### src/rtl/simon_sequencer.sv
// Simon game controller: seeds/rewinds/steps the PRNG, plays the sequence on
// the LEDs, then checks player presses against the same PRNG stream.
module simon_sequencer #(
  parameter int MAX_LEN     = 16,
  parameter int SHOW_CYCLES = 8,
  parameter int GAP_CYCLES  = 4
) (
  input  logic       clk,
  input  logic       reset,
  input  logic       start,
  input  logic       button_valid,
  input  logic [1:0] button,
  input  logic [1:0] random,
  output logic       step,
  output logic       rerun,
  output logic       randomize,
  output logic       led_valid,
  output logic [1:0] led_color,
  output logic [4:0] level,
  output logic       win,
  output logic       fail,
  output logic       busy
);

  localparam int TMAX = (SHOW_CYCLES > GAP_CYCLES) ? SHOW_CYCLES : GAP_CYCLES;
  localparam int TW   = $clog2(TMAX + 1);
  localparam logic [TW-1:0] SHOW_LAST = TW'(SHOW_CYCLES - 1);
  localparam logic [TW-1:0] GAP_LAST  = TW'(GAP_CYCLES - 1);
  localparam logic [4:0]    LEN_MAX   = 5'(MAX_LEN);

  typedef enum logic [3:0] {
    S_IDLE, S_SEED, S_REW_SHOW, S_SHOW_ON, S_SHOW_OFF,
    S_REW_IN, S_WAIT_IN, S_ACCEPT, S_FAIL, S_WIN
  } state_t;

  state_t        state_q, state_d;
  logic [4:0]    idx_q, idx_d;
  logic [4:0]    level_q, level_d;
  logic [TW-1:0] timer_q, timer_d;
  logic [4:0]    idx_inc;

  assign idx_inc = idx_q + 5'd1;

  always_ff @(posedge clk or negedge reset) begin
    if (!reset) begin
      state_q <= S_IDLE;
      idx_q   <= '0;
      level_q <= '0;
      timer_q <= '0;
    end else begin
      state_q <= state_d;
      idx_q   <= idx_d;
      level_q <= level_d;
      timer_q <= timer_d;
    end
  end

  always_comb begin
    state_d = state_q;
    idx_d   = idx_q;
    level_d = level_q;
    timer_d = timer_q;
    case (state_q)
      S_IDLE: if (start) state_d = S_SEED;
      S_SEED: begin
        level_d = 5'd1;
        state_d = S_REW_SHOW;
      end
      S_REW_SHOW: begin
        idx_d   = '0;
        timer_d = '0;
        state_d = S_SHOW_ON;
      end
      S_SHOW_ON: begin
        if (timer_q == SHOW_LAST) begin
          timer_d = '0;
          state_d = S_SHOW_OFF;
        end else begin
          timer_d = timer_q + 1'b1;
        end
      end
      S_SHOW_OFF: begin
        if (timer_q == GAP_LAST) begin
          timer_d = '0;
          idx_d   = idx_inc;
          state_d = (idx_inc == level_q) ? S_REW_IN : S_SHOW_ON;
        end else begin
          timer_d = timer_q + 1'b1;
        end
      end
      S_REW_IN: begin
        idx_d   = '0;
        state_d = S_WAIT_IN;
      end
      S_WAIT_IN: begin
        if (button_valid) state_d = (button == random) ? S_ACCEPT : S_FAIL;
      end
      S_ACCEPT: begin
        idx_d = idx_inc;
        if (idx_inc < level_q) begin
          state_d = S_WAIT_IN;
        end else if (level_q == LEN_MAX) begin
          state_d = S_WIN;
        end else begin
          level_d = level_q + 5'd1;
          state_d = S_REW_SHOW;
        end
      end
      S_FAIL:  state_d = S_IDLE;
      S_WIN:   state_d = S_IDLE;
      default: state_d = S_IDLE;
    endcase
  end

  // Outputs depend only on registered state; led_color forwards the PRNG color.
  always_comb begin
    step      = 1'b0;
    rerun     = 1'b0;
    randomize = 1'b0;
    led_valid = 1'b0;
    win       = 1'b0;
    fail      = 1'b0;
    case (state_q)
      S_SEED:     randomize = 1'b1;
      S_REW_SHOW: rerun = 1'b1;
      S_SHOW_ON: begin
        led_valid = 1'b1;
        step      = (timer_q == SHOW_LAST);
      end
      S_REW_IN:   rerun = 1'b1;
      S_ACCEPT:   step = 1'b1;
      S_FAIL:     fail = 1'b1;
      S_WIN:      win = 1'b1;
      default:    ;
    endcase
  end

  assign led_color = led_valid ? random : 2'd0;
  assign level     = level_q;
  assign busy      = (state_q != S_IDLE);

endmodule

### config.mk
export PLATFORM = sky130hd
export DESIGN_NAME = simon_sequencer
export DESIGN_NICKNAME = d
export VERILOG_FILES = /design/src/rtl/simon_sequencer.sv
export SDC_FILE = /design/constraint.sdc
export NUM_CORES = 1
export LEC_CHECK = 0
export ABC_AREA = 1
export CAP_MARGIN = 25
export CORE_UTILIZATION = 35
export CTS_CLUSTER_DIAMETER = 100
export DETAILED_ROUTE_END_ITERATION = 6
export HOLD_SLACK_MARGIN = 0.02
export SLEW_MARGIN = 20
export SYNTH_ARGS = -nofsm -noshare
export SYNTH_HDL_FRONTEND = slang
export SYNTH_SLANG_ARGS = --single-unit
### constraint.sdc
create_clock -name clk -period 2.17 [get_ports clk]
set_input_delay 0.434 -clock clk [delete_from_list [all_inputs] [get_ports clk]]
set_output_delay 0.434 -clock clk [all_outputs]
set_load 0.03 [all_outputs]
# ---- Word-level counts from Yosys, hierarchy flattened
# Index checks and enable logic that the tools add are counted.
dict set report classes {
  add_sub_neg 3
  order_cmp 1
  eq_ne 20
  mux 24
  n_reduce_logical 9
}
# op count
set op_table {}
lappend op_table {{4-bit 2-to-1 mux} 9}
lappend op_table {{4-bit case mux with 8 select lines} 1}
lappend op_table {{4-bit by 3-bit equality test with 1-bit output, second input constant} 5}
lappend op_table {{5-bit 2-to-1 mux} 3}
lappend op_table {{5-bit case mux with 3 select lines} 1}
lappend op_table {{4-bit by 2-bit equality test with 1-bit output, second input constant} 3}
lappend op_table {{2-bit != test, second input constant} 6}
lappend op_table {{4-bit case mux with 3 select lines} 1}
lappend op_table {{5-bit by 1-bit adder with 5-bit output, second input constant} 2}
lappend op_table {{5-bit case mux with 2 select lines} 1}
lappend op_table {{4-bit equality test, second input constant} 2}
lappend op_table {{3-bit nonzero test} 2}
lappend op_table {{5-bit equality test} 1}
lappend op_table {{5-bit equality test, second input constant} 1}
lappend op_table {{5-bit < comparator} 1}
lappend op_table {{1-bit 2-to-1 mux} 5}
lappend op_table {{4-bit by 1-bit adder with 4-bit output, second input constant} 1}
lappend op_table {{4-bit by 1-bit equality test with 1-bit output, second input constant} 1}
lappend op_table {{4-bit logical NOT} 1}
lappend op_table {{4-bit AND reduction} 1}
lappend op_table {{4-bit nonzero test} 1}
lappend op_table {{3-bit 2-to-1 mux} 1}
lappend op_table {{3-bit AND reduction} 1}
lappend op_table {{2-bit equality test} 1}
lappend op_table {{5 further kinds} 5}
dict set report word_totals {
  ff_bits 18
  inputBits 8
  out_inout_bits 14
  word_cells 61
}

# ---- Logic depth before layout (Yosys ltp)
dict set report logic_depth {
  ltp_word 5
  depth_mapped 14
  ltp_nobuf 14
}

# ---- Worst setup path after synthesis
# Ideal clock, no wire load.
dict set report synth_path {
  path_kind {register to output}
  start {reg timer_q[0]}
  end {out step}
  arrival_time_ps 1585
  t_required_ps 1736
  setup_slack_ps 151
  path_stages_with_launch 6
  path_buffers 0
  path_cell_list {dfrtp_1 > ha_1 > nand2_1 > nor2_1 > inv_1 > o21ai_0}
}
dict set report synth_via {
  elab_chain_cells 2
}
# item line
set synth_rtl {}
lappend synth_rtl {{start, declared} 39} ;# logic [TW-1:0] timer_q, timer_d;
lappend synth_rtl {{start signal, assigned} 54} ;# timer_q <= timer_d;
lappend synth_rtl {{4-bit by 3-bit equality test with 1-bit output} 128} ;# step = (timer_q == SHOW_LAST);
lappend synth_rtl {{1-bit case mux with 2 select lines} 123} ;# case (state_q)
lappend synth_rtl {{end, declared} 14} ;# output logic step,
# Every way passes these cells.

# ---- Final worst setup path
dict set report layout_path {
  start {reg state_q[2]}
  end {out led_valid}
}
dict set report layout_via {
  elab_chain_cells 2
}
# item line
set layout_rtl {}
lappend layout_rtl {{start, declared} 36} ;# state_t state_q, state_d;
lappend layout_rtl {{start signal, assigned} 51} ;# state_q <= state_d;
lappend layout_rtl {{4-bit by 2-bit equality test with 1-bit output} 123}
lappend layout_rtl {{1-bit 2-to-1 mux} 123}
lappend layout_rtl {{end, declared} 17} ;# output logic led_valid,
# Every way passes these cells.

==> flow_summary_export.csv <==
group,metric,value,unit
status,status,"finished clean",
logic_synthesis,yosysWarnings,0,
logic_synthesis,synth_ff_type,"dfrtp_1",
critical_path,worstPathArrival,1.59,ns
drt,post_drt_wl_per_cell,11.2,um
critical_path,crit_fanout,7,
logic_synthesis,synth_fp_nets,210,
critical_path,critPathMaxStageDelay,0.41,ns
critical_path,crit_type,"reg -> out",
layout,drive_gt1_frac,0.212,
floorplanning,die_w,65.4,um
cts,ctsHoldBuffers,0,
timing,hold_viol_final,0,
floorplanning,start_util,0.373,
place,portBuffers,21,
layout,antenna_cells,0,
global_routing,grt_pass1_wl,5.11,mm
power,leakage,0.924,nW
drt,vias,1274,
floorplanning,die_area,4280,sq um
layout,final_common_cell,"nand2_1",
cts,cts_buffers,3,
critical_path,crit_path_top_delay_cell,"dlygate4sd2_1",
drt,routed_wl,3.02,mm
logic_synthesis,ys_seq_elements,18,
cts,path_clk_slew,0.08,ns
floorplanning,ioPinCount,22,
timing,tightest_slew,0.404,ns
logic_synthesis,syn_avg_cell_area,7.29,sq um
cts,cts_root_buffer,"clkbuf_8",
power,ir_drop,0.000633,V
critical_path,crit_buf_inv,2,
global_routing,gr-total-overflow,0,
floorplanning,rows,22,
cts,numClockSinks,18,
global_routing,grt.total_usage,0.157,
drt,drt_iter0_markers,107,
logic_synthesis,synth_edf_count,0,
drt,dr.pass1.iters,4,
timing,maxSlewHeadroom,0.729,
logic_synthesis,ys_seq_area_frac,0.320,
layout,final_area,1790,sq um
global_routing,grt_max_degree,19,
place,post-dp-hpwl,2.34,mm
layout,fin_nets,240,
power,p_per_area,1270,nW/um^2
logic_synthesis,syn-instance-count,193,
timing,fin_crit,2.02,ns
logic_synthesis,ys_types,23,
critical_path,path_cells,"nor2_2 -> nand2_4 -> inv_1 -> dlygate4sd2_1",
hold_path,hold_path.class,"in -> async",
timing,final-setup-viol-count,0,
critical_path,critPathTopFamily,"buffers and inverters",
timing,fin_setup_tns,0,ns
place,gp_congestion,0.803,
layout,final_cell_mix,"nand2_1, inv_1, dfrtp_1",
critical_path,worstSetupStartpoint,"state_q[2]",
cts,clock_latency,0.26,ns
layout,syn_to_final_growth,27.3,%
floorplanning,core,3770,sq um
critical_path,ff2ff_setup_slack,0.17,ns
logic_synthesis,synthArstFlopShare,1.00,
logic_synthesis,mappedNetlistArea,1410,sq um
drt,drc,0,
critical_path,reg2reg_from,"idx_q[1]",
cts,clock_path_buffers,2,
drt,drtAntennaViolNets,0,
cts,cts_tree,"yes",
cts,cts-htree-levels,1,
timing,finalCritPeriodShare,0.932,
place,place_area,1690,sq um
global_routing,grt_pass1_vias,1105,
timing,rsz0062_at_grt,"no",
timing,skew,0.00707,ns
timing,max_freq,0.494,GHz
timing,timing_max_transition_violations_final,0,
floorplanning,die_h,65.4,um
global_routing,antenna_found_initial,0,
drt,vias_per_cell,4.72,
run,maxCapViolCount,0,
critical_path,endpoint_kind,"primary output",
critical_path,worstSetupStartpointType,"flop",
critical_path,critPathRequiredTime,1.74,ns
[through the flow]
stage                     worst slack, ns  hold slack (ns)  power, mW  utilization  std cells
after CTS                          0.0437            0.513       2.23        0.462        269
after detailed placement            0.103            0.515       1.95        0.448        265
after global placement              0.143            0.504       1.95        0.448        265
after floorplan                     0.151            0.138       1.58            -        193
after global routing              0.00585            0.539       2.50        0.475        270
final                               0.147            0.511       2.28        0.475        270
[what timing repair did]
action | CTS | global route
endpoints found under the setup margin | 4 | 10
gates resized for setup | 4 | 9
setup buffers | 0 | 1
pin swaps | 0 | 3
gates cloned | 0 | 0
[layout make-up]
cell class	instances	area, sq um
fill	384	1980
multi-input combinational	143	867
sequential	18	450
timing repair buffer	25	228
inverter	32	131
tap	48	60.1
clock buffer	4	55.1
[registers in the layout (all words and copies together) (netlist names)]
register / cells
state_q: 4
level: 5
idx_q: 5
timer_q: 4
[cell families (layout without fill, tap and decap cells)]
| logic type | count (synthesis) | after routing | synth area share |
|---|---|---|---|
| xor+xnor | 6 | 6 | 0.0373 |
| compound gates | 25 | 25 | 0.118 |
| buf+inv | 32 | 61 | 0.0933 |
| simple gates | 103 | 103 | 0.351 |
| fa+ha+maj | 9 | 9 | 0.0800 |
| flops | 18 | 18 | 0.320 |
[metal layers]
layer | vias up | global-route usage | share of wire
met4 | 0 | 0.0408 | 0.0083
met2 | 18 | 0.238 | 0.44
met3 | 2 | 0.0365 | 0.030
met1 | 576 | 0.220 | 0.53
li1 | 678 | - | -
met5 | - | 0 | 0
[synth_stat cells (2+ instances only)]
cell / n / share of area
nor2_2: 3 / 0.013
a21oi_1: 5 / 0.018
o21ai_1: 8 / 0.028
nor2_1: 18 / 0.048
xor2_1: 5 / 0.031
nand2_4: 4 / 0.032
nand3_1: 13 / 0.046
nand2_2: 5 / 0.022
inv_2: 2 / 0.0053
o21ai_2: 7 / 0.044
o21ai_0: 3 / 0.011
clkinv_4: 2 / 0.012
nor3_1: 3 / 0.011
nand4_1: 6 / 0.027
nor2_4: 3 / 0.024
dfrtp_1: 18 / 0.32
ha_1: 9 / 0.080
inv_1: 27 / 0.072
nand2_1: 48 / 0.13
[power breakdown]
group	internal (mW)	switching, mW	total, mW
clock network	0.161	0.124	0.286
registers	0.432	0.109	0.542
logic	0.515	0.933	1.45
[worst paths after layout]
check	end	cells past startpoint
setup / recovery	led_valid	4
hold / removal	state_q[3]	2
setup reg to reg	level[3]	13
hold reg to reg	timer_q[0]	1
max in group asynchronous	idx_q[3]	2
min in group clk	timer_q[0]	1
Note: power is estimated with default switching activity, not from simulation.
